File: config.mk
export PLATFORM = sky130hd
export DESIGN_NAME = wb_queue
export DESIGN_NICKNAME = d
export VERILOG_FILES = /design/src/rtl/wb_pkg.sv /design/src/rtl/wb_fifo.sv /design/src/rtl/wb_queue.sv
export SDC_FILE = /design/constraint.sdc
export NUM_CORES = 1
export LEC_CHECK = 0
export CORE_ASPECT_RATIO = 1.4
export CORE_MARGIN = 5
export CORE_UTILIZATION = 53
export DETAILED_ROUTE_END_ITERATION = 10
export PLACE_DENSITY = 0.79
export SLEW_MARGIN = 20
export SYNTH_ARGS = -nofsm -noshare
export SYNTH_HDL_FRONTEND = slang
export SYNTH_SLANG_ARGS = --single-unit
File: constraint.sdc
create_clock -name clk -period 3.45 [get_ports clk]
set_clock_uncertainty 0.1 [all_clocks]
set_input_delay 1.035 -clock clk [delete_from_list [all_inputs] [get_ports clk]]
set_output_delay 1.035 -clock clk [all_outputs]
set_load 0.01 [all_outputs]
File: src/rtl/wb_pkg.sv
// Shared types and constants for the writeback queue.
// Entry layout and producer port indices.
package wb_pkg;

  localparam int WB_SIZE    = 32;
  localparam int WB_REG_NUM = 8;
  localparam int WB_RW      = $clog2(WB_REG_NUM);

  localparam logic ALU_PORT  = 1'b0;
  localparam logic LOAD_PORT = 1'b1;

  typedef struct packed {
    logic [WB_RW-1:0]   rd;
    logic [WB_SIZE-1:0] data;
  } wb_entry_t;

endpackage

File: src/rtl/wb_fifo.sv
// Circular buffer of pending writebacks.
// Exposes every slot plus a valid mask for hazard compares.
module wb_fifo
  import wb_pkg::*;
#(
  parameter  int DEPTH = 4,
  localparam int AW    = $clog2(DEPTH),
  localparam int CW    = $clog2(DEPTH + 1)
) (
  input  logic                  clk,
  input  logic                  i_rst_n,
  input  logic                  i_push,
  input  wb_entry_t             i_entry,
  input  logic                  i_pop,
  output wb_entry_t             o_head,
  output wb_entry_t [DEPTH-1:0] o_mem,
  output logic [DEPTH-1:0]      o_valid,
  output logic [CW-1:0]         o_count
);

  wb_entry_t [DEPTH-1:0] r_mem;
  logic [AW-1:0]         r_head;
  logic [AW-1:0]         r_tail;
  logic [CW-1:0]         r_count;
  logic [AW-1:0]         w_off [DEPTH];

  always_ff @(posedge clk) begin
    if (!i_rst_n) begin
      r_head  <= '0;
      r_tail  <= '0;
      r_count <= '0;
    end else begin
      if (i_push) begin
        r_mem[r_tail] <= i_entry;
        r_tail        <= r_tail + 1'b1;
      end
      if (i_pop) begin
        r_head <= r_head + 1'b1;
      end
      unique case ({i_push, i_pop})
        2'b10:   r_count <= r_count + 1'b1;
        2'b01:   r_count <= r_count - 1'b1;
        default: r_count <= r_count;
      endcase
    end
  end

  // A slot is live when its distance from head is below occupancy.
  always_comb begin
    for (int k = 0; k < DEPTH; k++) begin
      w_off[k]   = AW'(k) - r_head;
      o_valid[k] = CW'(w_off[k]) < r_count;
    end
  end

  assign o_head  = r_mem[r_head];
  assign o_mem   = r_mem;
  assign o_count = r_count;

endmodule

File: src/rtl/wb_queue.sv
// Round-robin writeback queue feeding one register-file write port.
// Also flags pending writes per decode read port.
module wb_queue
  import wb_pkg::*;
#(
  parameter  int SIZE       = WB_SIZE,
  parameter  int REG_NUM    = WB_REG_NUM,
  parameter  int DEPTH      = 4,
  parameter  int READ_PORTS = 2,
  localparam int RW         = $clog2(REG_NUM),
  localparam int CW         = $clog2(DEPTH + 1)
) (
  input  logic                           clk,
  input  logic                           rst_n,
  input  logic [1:0]                     in_valid,
  output logic [1:0]                     in_ready,
  input  logic [1:0][RW-1:0]             in_reg,
  input  logic [1:0][SIZE-1:0]           in_data,
  input  logic                           wb_stall,
  output logic                           RegWrite,
  output logic [RW-1:0]                  write_reg,
  output logic [SIZE-1:0]                write_data,
  input  logic [READ_PORTS-1:0][RW-1:0]  query_reg,
  output logic [READ_PORTS-1:0]          query_pending,
  output logic [CW-1:0]                  count
);

  logic                  r_rr;
  logic                  r_we;
  logic [RW-1:0]         r_wreg;
  logic [SIZE-1:0]       r_wdata;

  logic                  w_gvld;
  logic                  w_gsel;
  logic                  w_space;
  logic                  w_push;
  logic                  w_pop;
  wb_entry_t             w_entry;
  wb_entry_t             w_head;
  wb_entry_t [DEPTH-1:0] w_mem;
  logic [DEPTH-1:0]      w_valid;
  logic [CW-1:0]         w_count;

  always_comb begin
    w_gvld = 1'b1;
    w_gsel = r_rr;
    unique case (in_valid)
      2'b01:   w_gsel = ALU_PORT;
      2'b10:   w_gsel = LOAD_PORT;
      2'b11:   w_gsel = r_rr;
      default: w_gvld = 1'b0;
    endcase
  end

  // When full, a push is still legal if a pop frees a slot on the same edge.
  assign w_space = (w_count != CW'(DEPTH)) || !wb_stall;

  always_comb begin
    in_ready = '0;
    if (rst_n && w_gvld && w_space) begin
      in_ready[w_gsel] = 1'b1;
    end
  end

  assign w_push       = |in_ready;
  assign w_pop        = rst_n && (w_count != '0) && !wb_stall;
  assign w_entry.rd   = in_reg[w_gsel];
  assign w_entry.data = in_data[w_gsel];

  wb_fifo #(
    .DEPTH (DEPTH)
  ) u_fifo (
    .clk     (clk),
    .i_rst_n (rst_n),
    .i_push  (w_push),
    .i_entry (w_entry),
    .i_pop   (w_pop),
    .o_head  (w_head),
    .o_mem   (w_mem),
    .o_valid (w_valid),
    .o_count (w_count)
  );

  always_ff @(posedge clk) begin
    if (!rst_n) begin
      r_rr <= 1'b0;
    end else if (w_push) begin
      r_rr <= ~w_gsel;
    end
  end

  always_ff @(posedge clk) begin
    if (!rst_n) begin
      r_we    <= 1'b0;
      r_wreg  <= '0;
      r_wdata <= '0;
    end else if (w_pop) begin
      r_we    <= 1'b1;
      r_wreg  <= w_head.rd;
      r_wdata <= w_head.data;
    end else begin
      r_we    <= 1'b0;
    end
  end

  // Stored state only: same-cycle producers are not visible here.
  always_comb begin
    query_pending = '0;
    for (int j = 0; j < READ_PORTS; j++) begin
      if (r_we && (r_wreg == query_reg[j])) begin
        query_pending[j] = 1'b1;
      end
      for (int k = 0; k < DEPTH; k++) begin
        if (w_valid[k] && (w_mem[k].rd == query_reg[j])) begin
          query_pending[j] = 1'b1;
        end
      end
    end
  end

  assign RegWrite   = r_we;
  assign write_reg  = r_wreg;
  assign write_data = r_wdata;
  assign count      = w_count;

endmodule

==> metrics.md <==
| Metric | Value |
|---|---|
| Run status | `finished clean` |
| I/O Buffers | `between 100 and 150` |
| RD Place Congestion | `0.894` |
| Highest metal used | `met4` |
| Worst r2r src | `u_fifo.o_count[2]$_SDFFE_PN0P_` |
| Share of cells above drive strength 1 | `between 20% and 30%` |
| Die Span X | `112 µm` |
| Final Hold Slack | `about 0.36 ns` |
| Ports | `124` |
| Worst setup path end | `query_pending[0]` |
| Vias per cell | `5.52` |
| CTS Hold Bufs | `0` |
| P&R area growth vs syn | `29.5%` |
| Vias | `4635` |
| Synth cell count leaders | `140 x edfxtp_1, 72 x nand2_1, 44 x dfxtp_1` |
| CTS clock-pin slew for the worst setup and hold paths | `~0.070 ns` |
| PwrDens | `565 nW/µm²` |
| Met2 WL post-DR | `between 9 and 10 mm` |
| Worst Max-Slew Pin Slew | `0.726 ns` |
| CTS buffer count | `17` |
| Mapped Area | `approximately 7700 µm²` |
| Max clock buf depth | `2` |
| First-pass GRT wire length | `approximately 26 mm` |
| Top cells by area, synth | `edfxtp_1 55%, dfxtp_1 11%, mux4_2 10%` |
| Clock sinks | `~180` |
| Yosys top cell area share | `between 50% and 60%` |
| R2R Path End | `u_fifo.o_count[2]$_SDFFE_PN0P_` |
| Most common cell in the netlist | `edfxtp_1` |
| Global-route usage over all layers | `19.6%` |
| Max Cap Viol | `0` |
| Register-to-register setup slack | `0.94 ns` |
| CTS tree | `built` |
| Netlist cell types | `35` |
| Worst skew pair latency | `0.41 ns` |
| Pin count of the biggest net entering global routing | `74` |
| Share of synthesized registers carrying an async set or reset | `0%` |
| Yosys reg bits | `about 180` |
| Type of the tightest min-delay check | `flip-flop to flip-flop` |
| Final WL | `~16 mm` |
| Gate Count Post-Synth | `497` |
| Synth Area per Inst | `15.5 µm²` |
| Worst Path Arrival | `2.23 ns` |
| Nets | `roughly 730` |
| Vias in the first global route | `a little over 5000` |
| Kind of critical path | `input port to output pin` |
| Fin. Hold Viols | `0` |
| Slew Limit Fails | `0` |
| DRC | `0` |
| Post-synth EDFFs | `140` |
| Req. time, crit path | `between 2 and 2.5 ns` |
| Post-Syn Nets | `590` |
| Hpwl dp | `10.9 mm` |
| Lkg Pwr | `3.34 nW` |
| Worst Setup SP | `query_reg[2]` |
| Metal-1 WL | `6.01 mm` |
| Cell Rows | `52` |
| First drt pass iteration count | `4` |
| Maximum vdd drop | `0.386 mV` |
| Power after layout | `between 5 and 6 mW` |
| Hold_sp | `write_data[27]$_SDFFE_PN0N_` |
| Register area share after synthesis | `~66%` |
| TNS Setup | `0 ns` |
| Max FO, Critical Path | `5` |
| N_diodes | `0` |
| H-tree lvl count | `4` |
| Hold path cells | `2` |
| Grt total ovfl | `0` |
| Core ar. | `approximately 14000 µm²` |
| Met3 wire len | `~670 µm` |
| Nature of the critical path endpoint | `output pin` |
| Period utilisation layout | `97.6%` |
| CP Launch Type | `input port` |
| Initial core utilization | `53.5%` |
| Die ar. | `between 15000 and 20000 µm²` |
| Unrepaired setup endpoints after global routing | `no` |
| Warnings, synthesis | `0` |
| Antenna violations before repair | `0` |
| Top FF cell, synth | `edfxtp_1` |
| Dominant cell type by area after synthesis | `edfxtp_1` |
| Count of final setup violators | `0` |
| Root Buffer | `clkbuf_16` |
| Max reg flops | `140` |
| F_max | `297 MHz` |
| Final Critical Period | `between 3 and 4 ns` |
| Final ANT Viol Nets | `0` |
| Avg WL per Cell | `between 15 and 20 µm` |
| Die Ht | `152 µm` |
| Worst reg-to-reg path cell count | `9` |
| Slew Limit Headroom | `approximately 52%` |
| Iteration-0 DRC Markers | `230` |
[per-layer routing]
layer	track usage (%)	vias to the layer above
li1	-	2128
met1	21.8	2345
met5	0	-
met2	36.6	132
met3	3.58	30
met4	8.00	0
[how the worst min path moves through the flow]
| stage | end | slack [ns] |
|---|---|---|
| floorplan | r_rr$_SDFFE_PN0N_ | 0.36 |
| global placement | write_data[27]$_SDFFE_PN0N_ | 0.34 |
| detailed placement | write_data[16]$_SDFFE_PN0N_ | 0.35 |
| CTS | write_data[16]$_SDFFE_PN0N_ | 0.36 |
| global route | write_data[27]$_SDFFE_PN0N_ | 0.38 |
| finish | write_data[27]$_SDFFE_PN0N_ | 0.36 |
[kinds of logic (layout without fill, tap and decap cells)]
logic type               count (synthesis)  count (layout)  synth area share (%)
adder cells (fa/ha/maj)                 12              12                  2.05
AND/OR/NAND/NOR                         97              97                  5.40
XOR/XNOR                                34              34                  3.87
flip-flops                             184             184                  66.2
multiplexers                            73              73                  15.8
buffers and inverters                   43             197                  2.51
AO/OA/AOI/OAI                           54              54                  4.23
[per-stage QoR]
step | setup slack [ns] | cells | utilization [%] | instance area, µm²
after CTS | 0.0177 | 840 | 69.2 | 9940
after global placement | -0.498 | 806 | 64.7 | 9310
final | 0.0828 | 840 | 69.2 | 9950
after detailed placement | -0.560 | 806 | 64.7 | 9310
after global routing | 0.0125 | 840 | 69.2 | 9950
after floorplan | 0.161 | 497 | - | 7690
[area by class of cell]
| class | count | area (µm²) |
|---|---|---|
| sequential | 184 | 5090 |
| fill | 956 | 4430 |
| multi-input combinational | 270 | 2450 |
| timing repair buffer | 154 | 1530 |
| clock buffer | 18 | 439 |
| tap | 189 | 236 |
| clock inverter | 14 | 174 |
| inverter | 11 | 41.3 |
[cell usage in the layout (no fill, tap or decap), types with 4 or more instances in the layout]
master / count
a21oi_1: 6
and2_2: 5
buf_12: 6
buf_4: 24
clkbuf_16: 17
clkdlybuf4s50_1: 110
clkinvlp_4: 4
dfxtp_1: 41
dlygate4sd2_1: 7
edfxtp_1: 140
ha_1: 10
inv_1: 8
mux2_2: 35
mux4_2: 35
nand2_1: 72
nand4_1: 4
nor2_1: 6
nor3_1: 4
o2111ai_1: 4
o21ai_0: 36
xnor2_1: 25
xor2_1: 8
[report_power, final]
group	leakage [nW]	switching (mW)	internal (mW)
Clock	0.289	0.808	1.16
Combinational	1.42	0.455	0.518
Sequential	1.64	0.0900	2.59
[timing repair]
action	CTS	global route
setup endpoints to repair	4	2
gates cloned	0	0
pin swaps	2	0
resized for setup	23	4
setup buffers	2	0
endpoints found under the hold margin	0	0
[critical path, cell delays in order]
cell and delay [ns]:
dlygate4sd2_1 0.35, xor2_1 0.18, nor3_1 0.06, a22oi_1 0.20
nand4_1 0.11, dlygate4sd2_1 0.29
No activity file was read; power rests on OpenSTA's default activity.
